$ cat config.mk
export PLATFORM = sky130hd
export DESIGN_NAME = regfile_sb
export DESIGN_NICKNAME = d
export VERILOG_FILES = /design/src/rtl/rv_pkg.sv /design/src/rtl/regfile_rdport.sv /design/src/rtl/regfile_sb.sv
export SDC_FILE = /design/constraint.sdc
export NUM_CORES = 2
export LEC_CHECK = 0
export ABC_CLOCK_PERIOD_IN_PS = 1800
export BUFFER_PORTS_ARGS = -buffer_cell sky130_fd_sc_hd__buf_4
export CELL_PAD_IN_SITES_DETAIL_PLACEMENT = 0
export CELL_PAD_IN_SITES_GLOBAL_PLACEMENT = 1
export CORE_ASPECT_RATIO = 0.6
export CORE_MARGIN = 4
export CORE_UTILIZATION = 30
export CTS_CLUSTER_DIAMETER = 30
export DETAILED_ROUTE_END_ITERATION = 16
export PLACE_DENSITY_LB_ADDON = 0.1
export SLEW_MARGIN = 0
export SYNTH_ARGS = -nofsm -noshare
export SYNTH_HDL_FRONTEND = slang
export SYNTH_SLANG_ARGS = --single-unit
export TNS_END_PERCENT = 10
$ cat constraint.sdc
create_clock -name clk -period 1.8 [get_ports clk]
set_input_delay 0.09 -clock clk [delete_from_list [all_inputs] [get_ports clk]]
set_output_delay 0.09 -clock clk [all_outputs]
set_load 0.02 [all_outputs]
$ cat src/rtl/rv_pkg.sv
// Shared integer-register-file definitions: default widths, the RV32E register
// count and an x0 detector used by write, scoreboard and read logic.
package rv_pkg;

  localparam int unsigned XLEN_DEF    = 32;
  localparam int unsigned REG_IDX_W   = 5;
  localparam int unsigned NREGS_RV32E = 16;

  // Callers zero-extend narrower indices to REG_IDX_W before the call.
  function automatic logic reg_is_zero(input logic [REG_IDX_W-1:0] idx);
    return idx == '0;
  endfunction

endpackage

$ cat src/rtl/regfile_rdport.sv
// One combinational read lane: register select, optional same-cycle write
// bypass and the per-port scoreboard busy flag.
module regfile_rdport
  import rv_pkg::*;
#(
  parameter int unsigned XLEN   = XLEN_DEF,
  parameter int unsigned NREGS  = 32,
  parameter int unsigned BYPASS = 1,
  localparam int unsigned AW    = $clog2(NREGS)
) (
  input  logic            rd_en,
  input  logic [AW-1:0]   rd_idx,
  input  logic [XLEN-1:0] regs [NREGS],
  input  logic [NREGS-1:0] busy,
  input  logic            wb_we,
  input  logic [AW-1:0]   wb_idx,
  input  logic [XLEN-1:0] wb_data,
  input  logic            mau_we,
  input  logic [AW-1:0]   mau_idx,
  input  logic [XLEN-1:0] mau_data,
  output logic [XLEN-1:0] rd_data,
  output logic            rd_busy
);

  always_comb begin
    rd_data = '0;
    rd_busy = 1'b0;
    if (rd_en && !reg_is_zero(REG_IDX_W'(rd_idx))) begin
      rd_data = regs[rd_idx];
      rd_busy = busy[rd_idx];
      if (BYPASS != 0) begin
        // WB is applied last so it overrides MAU on a shared index.
        if (mau_we && mau_idx == rd_idx) begin
          rd_data = mau_data;
          rd_busy = 1'b0;
        end
        if (wb_we && wb_idx == rd_idx) rd_data = wb_data;
      end
    end
  end

endmodule

$ cat src/rtl/regfile_sb.sv
// Multi-read-port integer register file with a load scoreboard; two write
// ports (WB over MAU) and a sticky write-after-write error flag.
module regfile_sb
  import rv_pkg::*;
#(
  parameter int unsigned XLEN   = XLEN_DEF,
  parameter int unsigned NREGS  = 32,
  parameter int unsigned NRD    = 2,
  parameter int unsigned BYPASS = 1,
  localparam int unsigned AW    = $clog2(NREGS)
) (
  input  logic                clk,
  input  logic                reset,
  input  logic                run_en,
  input  logic                wb_en,
  input  logic [AW-1:0]       wb_idx,
  input  logic [XLEN-1:0]     wb_data,
  input  logic                mau_en,
  input  logic [AW-1:0]       mau_idx,
  input  logic [XLEN-1:0]     mau_data,
  input  logic                sb_set,
  input  logic [AW-1:0]       sb_idx,
  input  logic [NRD-1:0]      rs_en,
  input  logic [NRD*AW-1:0]   rs_idx,
  output logic [NRD*XLEN-1:0] rs_data,
  output logic [NRD-1:0]      rs_busy,
  output logic                stall,
  output logic [NREGS-1:0]    busy_vec,
  output logic                waw_err
);

  logic [XLEN-1:0]  regs [NREGS];
  logic [NREGS-1:0] busy;
  logic [NREGS-1:0] busy_nxt;
  logic             wb_we;
  logic             mau_we;
  logic             sb_we;
  logic             waw_hit;

  assign wb_we  = run_en & wb_en & ~reg_is_zero(REG_IDX_W'(wb_idx));
  assign mau_we = mau_en & ~reg_is_zero(REG_IDX_W'(mau_idx));
  assign sb_we  = run_en & sb_set & ~reg_is_zero(REG_IDX_W'(sb_idx));

  // Clear before set so a load issuing to a register whose previous load is
  // returning this cycle stays busy.
  always_comb begin
    busy_nxt = busy;
    if (mau_we) busy_nxt[mau_idx] = 1'b0;
    if (sb_we)  busy_nxt[sb_idx]  = 1'b1;
    busy_nxt[0] = 1'b0;
  end

  assign waw_hit = (run_en & wb_en  & busy[wb_idx] & ~(mau_en & (mau_idx == wb_idx)))
                 | (run_en & sb_set & busy[sb_idx] & ~(mau_en & (mau_idx == sb_idx)));

  always_ff @(posedge clk) begin
    if (reset) begin
      for (int unsigned i = 0; i < NREGS; i++) regs[i] <= '0;
      busy    <= '0;
      waw_err <= 1'b0;
    end else begin
      if (mau_we) regs[mau_idx] <= mau_data;
      if (wb_we)  regs[wb_idx]  <= wb_data;
      busy <= busy_nxt;
      if (waw_hit) waw_err <= 1'b1;
    end
  end

  assign busy_vec = busy;
  assign stall    = |rs_busy;

  for (genvar p = 0; p < NRD; p++) begin : g_rd
    regfile_rdport #(
      .XLEN  (XLEN),
      .NREGS (NREGS),
      .BYPASS(BYPASS)
    ) u_rdport (
      .rd_en   (rs_en[p]),
      .rd_idx  (rs_idx[p*AW +: AW]),
      .regs    (regs),
      .busy    (busy),
      .wb_we   (wb_we),
      .wb_idx  (wb_idx),
      .wb_data (wb_data),
      .mau_we  (mau_we),
      .mau_idx (mau_idx),
      .mau_data(mau_data),
      .rd_data (rs_data[p*XLEN +: XLEN]),
      .rd_busy (rs_busy[p])
    );
  end

endmodule

# Word level (Yosys, flattened, before mapping)
# Cells that the tools add are included.
# classes
magnitude_cmp,13
muxes,39
n_reduce_logical,18
bitwise_logic,24
eq_ne,6
# ops
operator,n
1024-bit two-way mux,3
1024-bit bitwise mux,2
32-bit two-way mux,14
32-bit binary-select mux with 5-bit select,2
32-bit demux with 5-bit select,2
32-bit bitwise AND,1
32-bit NOT,1
32-bit bitwise OR,1
5-bit equality test,6
"5-bit by 6-bit less-than comparator with 1-bit output, second input constant",5
5-bit logical NOT,5
"6-bit greater-or-equal comparator, second input constant",4
5-bit NOT with 6-bit output,4
1-bit binary-select mux with 5-bit select,4
"6-bit by 1-bit less-than comparator with 1-bit output, second input constant",2
1-bit bitwise AND,11
1-bit demux with 5-bit select,2
"5-bit by 1-bit greater-or-equal comparator with 1-bit output, second input constant",2
1-bit logical AND,10
1-bit two-way mux,10
1-bit NOT,5
1-bit logical NOT,2
2-bit OR reduction,1
1-bit bitwise OR,1
# word_totals
ff_bits,1057
wordCells,135

# Depth between registers and ports, before layout
# depth
word_depth,10
depth_mapped,11

# Hierarchy
# Synthesis repeated with hierarchy kept, for this count alone.
# hier_totals
cells_unflattened,7261
hier_area_um2,65922.0
# modules_own_cells
module,seq_area_each_um2,instances,cells_each,area_per_inst_um2
regfile_sb,21140.3,1,5565,47048.9
regfile_rdport,0.0,2,848,9436.6

# Worst setup path after synthesis
# No wires, ideal clock.
# synth_timing
kind,in2out
startpoint,input rs_idx[3]
endpoint,output rs_data[30]
t_arrival_ns,2.081
path_buffers,1
path_stages,7
slack_ns,-0.371
cell_sequence,buf_2 nand2_1 a2111oi_0 or4_1 a211o_1 o31a_1 a211oi_1
# synth_between
elab_chain_cells,7
word_cells_on_any_way,14
# synth_lines
element,line_no,source
"start, declared",regfile_sb.sv:24,"input logic [NRD*AW-1:0] rs_idx,"
5-bit NOT with 6-bit output (implied by the code),regfile_rdport.sv:29,rd_data = regs[rd_idx];
32-bit binary-select mux with 5-bit select,regfile_rdport.sv:29,
32-bit two-way mux (implied by the code) (2 in a row),regfile_rdport.sv:29,
32-bit two-way mux,regfile_rdport.sv:33,if (mau_we && mau_idx == rd_idx) begin
32-bit two-way mux,regfile_rdport.sv:37,if (wb_we && wb_idx == rd_idx) rd_data = wb_data;
32-bit two-way mux *,regfile_rdport.sv:28,if (rd_en && !reg_is_zero(REG_IDX_W'(rd_idx))) begin
"end, declared",regfile_sb.sv:25,"output logic [NRD*XLEN-1:0] rs_data,"
# Mark *: on every way between the ends. The rest lies on a longest branch, timed or not. The select of a mux whose other input is x is not followed.

# Worst setup path in the final report
# layout_timing
startpoint,register regs[275] (netlist bit)
endpoint,output rs_data[51]
# layout_between
elab_chain_cells,6
# layout_lines
element,line_no,source
"start, declared",regfile_sb.sv:32,logic [XLEN-1:0] regs [NREGS];
"start signal, assigned by index",regfile_sb.sv:62,if (mau_we) regs[mau_idx] <= mau_data;
"start signal, assigned by index",regfile_sb.sv:63,if (wb_we) regs[wb_idx] <= wb_data;
32-bit binary-select mux with 5-bit select,regfile_rdport.sv:29,
32-bit two-way mux (implied by the code) (2 in a row),regfile_rdport.sv:29,
32-bit two-way mux,regfile_rdport.sv:33,
32-bit two-way mux,regfile_rdport.sv:37,
32-bit two-way mux,regfile_rdport.sv:28,
# Every way passes these cells. The select of a mux whose other input is x is not followed.

==> qor.csv <==
stage;metric;value;unit
setup_path;crit_end;rs_data[51];
cts;cts_buffers;273;
cts;cts_tree;done;
setup_path;r2r_end;waw_err;
sta;hold_viol;0;
hold_path;hp-class;in2reg;
sta;tightest_slew;1.09;ns
outcome;failed_checks;setup timing;
floorplanning;row_count;132;
synthesis;ys_types;72;
setup_path;crit_arrival;3.35;ns
synthesis;async_flop_share;0;%
power_and_ir_drop;clkPwrFrac;60.4;%
setup_path;path_class;reg2out;
power_and_ir_drop;p_leak;0.0375;uW
setup_path;path_cells;mux4_2, a22o_1, a221oi_2, buf_4, nand4_1, buf_4, o211ai_1, a21oi_2, buf_6;
setup_path;worst_path_most_repeated_cell;buf_4;
routing;wirelength;432000;um
floorplanning;start_util;30.2;%
cells_and_area;post-route-util;43.8;%
sta;rsz0062_at_grt;yes;
cells_and_area;layout_common_cells;buf_4, nor2_1, mux2i_1;
routing;dr.pass1.iters;6;
cells_and_area;seq_area;0.0212;mm2
setup_path;cpPeakStageDelay;0.49;ns
routing;avgRoutedWirePerCell;37.7;um
global_routing;grt_pass1_wl;585000;um
global_routing;gr-total-overflow;0;
setup_path;rrSetupSlack;-0.09;ns
cts;root_buffer;clkbuf_16;
synthesis;synthCells;7183;
power_and_ir_drop;p_sw_share;26.8;%
cells_and_area;final_common_cell;buf_4;
floorplanning;pin_count;197;
setup_path;required;1.71;ns
sta;setup_ws;-1.64;ns
cts;clock_path_buffers;4;
synthesis;syn-cell-area;0.0652;mm2
cells_and_area;final_layout_size_suffix_gt1_share;34.1;%
synthesis;ys_seq_elements;1056;
sta;period_share;191;%
sta;max_freq;0.291;GHz
routing;drc;0;
cells_and_area;area_growth;45.0;%
sta;whs;0.0730;ns
global_routing;antenna_found_initial;35;
floorplanning;die_x;610;um
global_routing;grt_max_degree;100;
power_and_ir_drop;internal-power;63100;uW
synthesis;ys.flop_type;dfxtp_1;
routing;first_iter_violations;10900;
setup_path;worstPathMaxFanout;2;
setup_path;setup.worst_path.start;regs[275];
synthesis;synth_edf_count;0;
power_and_ir_drop;power_frac_comb;11.7;%
sta;fin_skew;0.00694;ns
setup_path;reg2reg_from;busy_vec[15];
setup_path;crit_path_start_kind;flop;
cts;clk_pin_slew_worst_paths;0.05;ns
floorplanning;die_h;369;um
power_and_ir_drop;max-vdd-ir-drop;0.725;mV
cts;htreeDepth;5;
cts;clkSinkCount;1056;
sta;drv_slew;0;
cells_and_area;multiInputGateArea;0.0417;mm2
floorplanning;die_area;0.225;mm2
setup_path;critPathSlowestCell;mux4_2;
synthesis;syn_nets;7280;
synthesis;yosysSeqAreaShare;32.4;%
global_routing;grtUsageTotal;36.9;%
cts;clkLatencyLatePin;0.81;ns
cells_and_area;n_fill_cell;20400;
power_and_ir_drop;p_per_area;912;mW/mm2
run;drv_cap;0;
routing;vias_per_cell;6.22;
place;io_buffers;195;
setup_path;end_kind;output port;
outcome;status;complete, but fails checks;
sta;fin_crit;3.44;ns
sta;setup_viol;68;
synthesis;synth.avg_cell_area;9.08;um2
routing;antenna_left;0;
power_and_ir_drop;p_switching;23100;uW
floorplanning;core;0.216;mm2
place;dp_hpwl;307000;um
global_routing;grt_pass1_vias;66100;
setup_path;reg2regPathDepth;5;
place;place_congestion;0.984;
cells_and_area;nets;8446;
power_and_ir_drop;power_frac_seq;27.9;%
synthesis;yosysWarningCount;0;
sta;slew_headroom;27.4;%
routing;vias;71200;
## metrics by stage
step           setup slack, ns  power (uW)  area (um2)  TNS, ns  std cells
2_1_floorplan          -0.0489       28600       65700    -1.87       7183
3_3_place_gp             -1.12       33800       82700  -187.51      10800
3_5_place_dp             -1.12       33800       82700  -200.37      10800
4_1_cts                  -1.61       86100       94300   -69.73      11400
5_1_grt                  -1.58       87800       94500   -71.40      11400
6_report                 -1.64       86200       94500   -68.17      11400
## cell type report
class / instances / share of cell area, %
clock inverter: 112 / 1.76
antenna: 11 / 0.0291
sequential: 1056 / 22.5
clock buffer: 371 / 8.31
multi-input combinational: 5148 / 44.1
tap: 2881 / 3.81
inverter: 6 / 0.0238
timing repair buffer: 1864 / 19.5
## flip-flops by register name, indices dropped and copies added, names as in the netlist
| register | flops |
|---|---|
| busy_vec | 31 |
| waw_err | 1 |
| regs | 1024 |
## cells in the mapped netlist (4+ instances only)
cell type     n  area share (%)
nor2b_1      97            0.93
nand2_1     461             2.7
buf_6         7            0.12
buf_2       155             1.2
nor3b_1      11            0.13
buf_1       118            0.68
nand3b_1      7           0.081
a2111oi_0    19            0.26
nand2b_1     16            0.15
mux2i_1    1055              16
mux4_2      338              12
mux2_2       22            0.38
a22o_1       29            0.39
nor3_1       16            0.12
dfxtp_1    1056              32
or4_1         4           0.046
and2_1       16            0.15
o21ai_0      18            0.14
xnor2_1      14            0.19
clkbuf_2     21            0.16
a31oi_1      13            0.12
nand4_1      31            0.30
and4_1        4           0.054
clkbuf_1    614             3.5
or3_1         4           0.038
a311oi_1    281             3.8
a211oi_1    743             8.6
a221oi_1     20            0.27
a41oi_1      27            0.36
nor2_1     1077             6.2
and3b_1       4           0.054
nor2_2        5           0.048
o211ai_1     20            0.23
nand3_1     312             2.4
a21oi_1     112            0.86
inv_1         6           0.035
o22ai_1      17            0.16
and3_1       15            0.14
o221ai_1     14            0.19
buf_4        56            0.64
a22oi_1     250             2.9
a221o_1      28            0.43
xor2_1       16            0.21
## worst max-delay path: cells and delay by family, from the launching register on
family | cells | cell delay [ns]
flops | 1 | 0.32
compound gates | 4 | 0.70
mux | 1 | 0.49
simple gates | 1 | 0.39
buf+inv | 3 | 0.60
## worst min path at each step
stage	end	start	cells past startpoint	slack, ns
after global routing	regs[751]	mau_idx[2]	6	0.07
after floorplan	busy_vec[22]	sb_idx[0]	3	0.27
after CTS	waw_err	wb_idx[3]	5	0.02
after global placement	regs[830]	wb_data[30]	3	0.46
after detailed placement	regs[830]	wb_data[30]	3	0.45
final	waw_err	wb_idx[3]	5	0.07
## routing by layer
metal / vias to the layer above / track usage (%) / routed length [um] / share of wire (%)
li1: 29500 / - / - / -
met1: 35700 / 54.1 / 191000 / 44
met2: 5127 / 48.8 / 165000 / 38
met3: 920 / 12.6 / 56000 / 13
met4: 8 / 14.3 / 19300 / 4.5
met5: - / 0 / 53 / 0.012
## power groups by stage
stage	Clock (uW)	Sequential, uW	Combinational, uW
after floorplan	0	24400	4270
after global placement	0	24500	9310
after detailed placement	0	24500	9320
after CTS	52300	24000	9710
after global routing	53600	24100	10200
final	52100	24000	10100
## kinds of logic after synthesis
group / after synthesis / synth area share (%)
xor+xnor: 30 / 0.403
flops: 1056 / 32.4
other cells: 1 / 0.00575
simple gates: 2094 / 13.7
mux: 1415 / 28.2
buf+inv: 979 / 6.42
compound gates: 1608 / 18.8
## timing repair
action,in CTS,in global routing
endpoints found under the setup margin,72,79
setup buffers,1,0
cloned,0,0
pin swaps,83,24
resized for setup,221,63
endpoints found under the hold margin,1024,0
hold buffers,109,0
(Power assumes the default switching activity.)
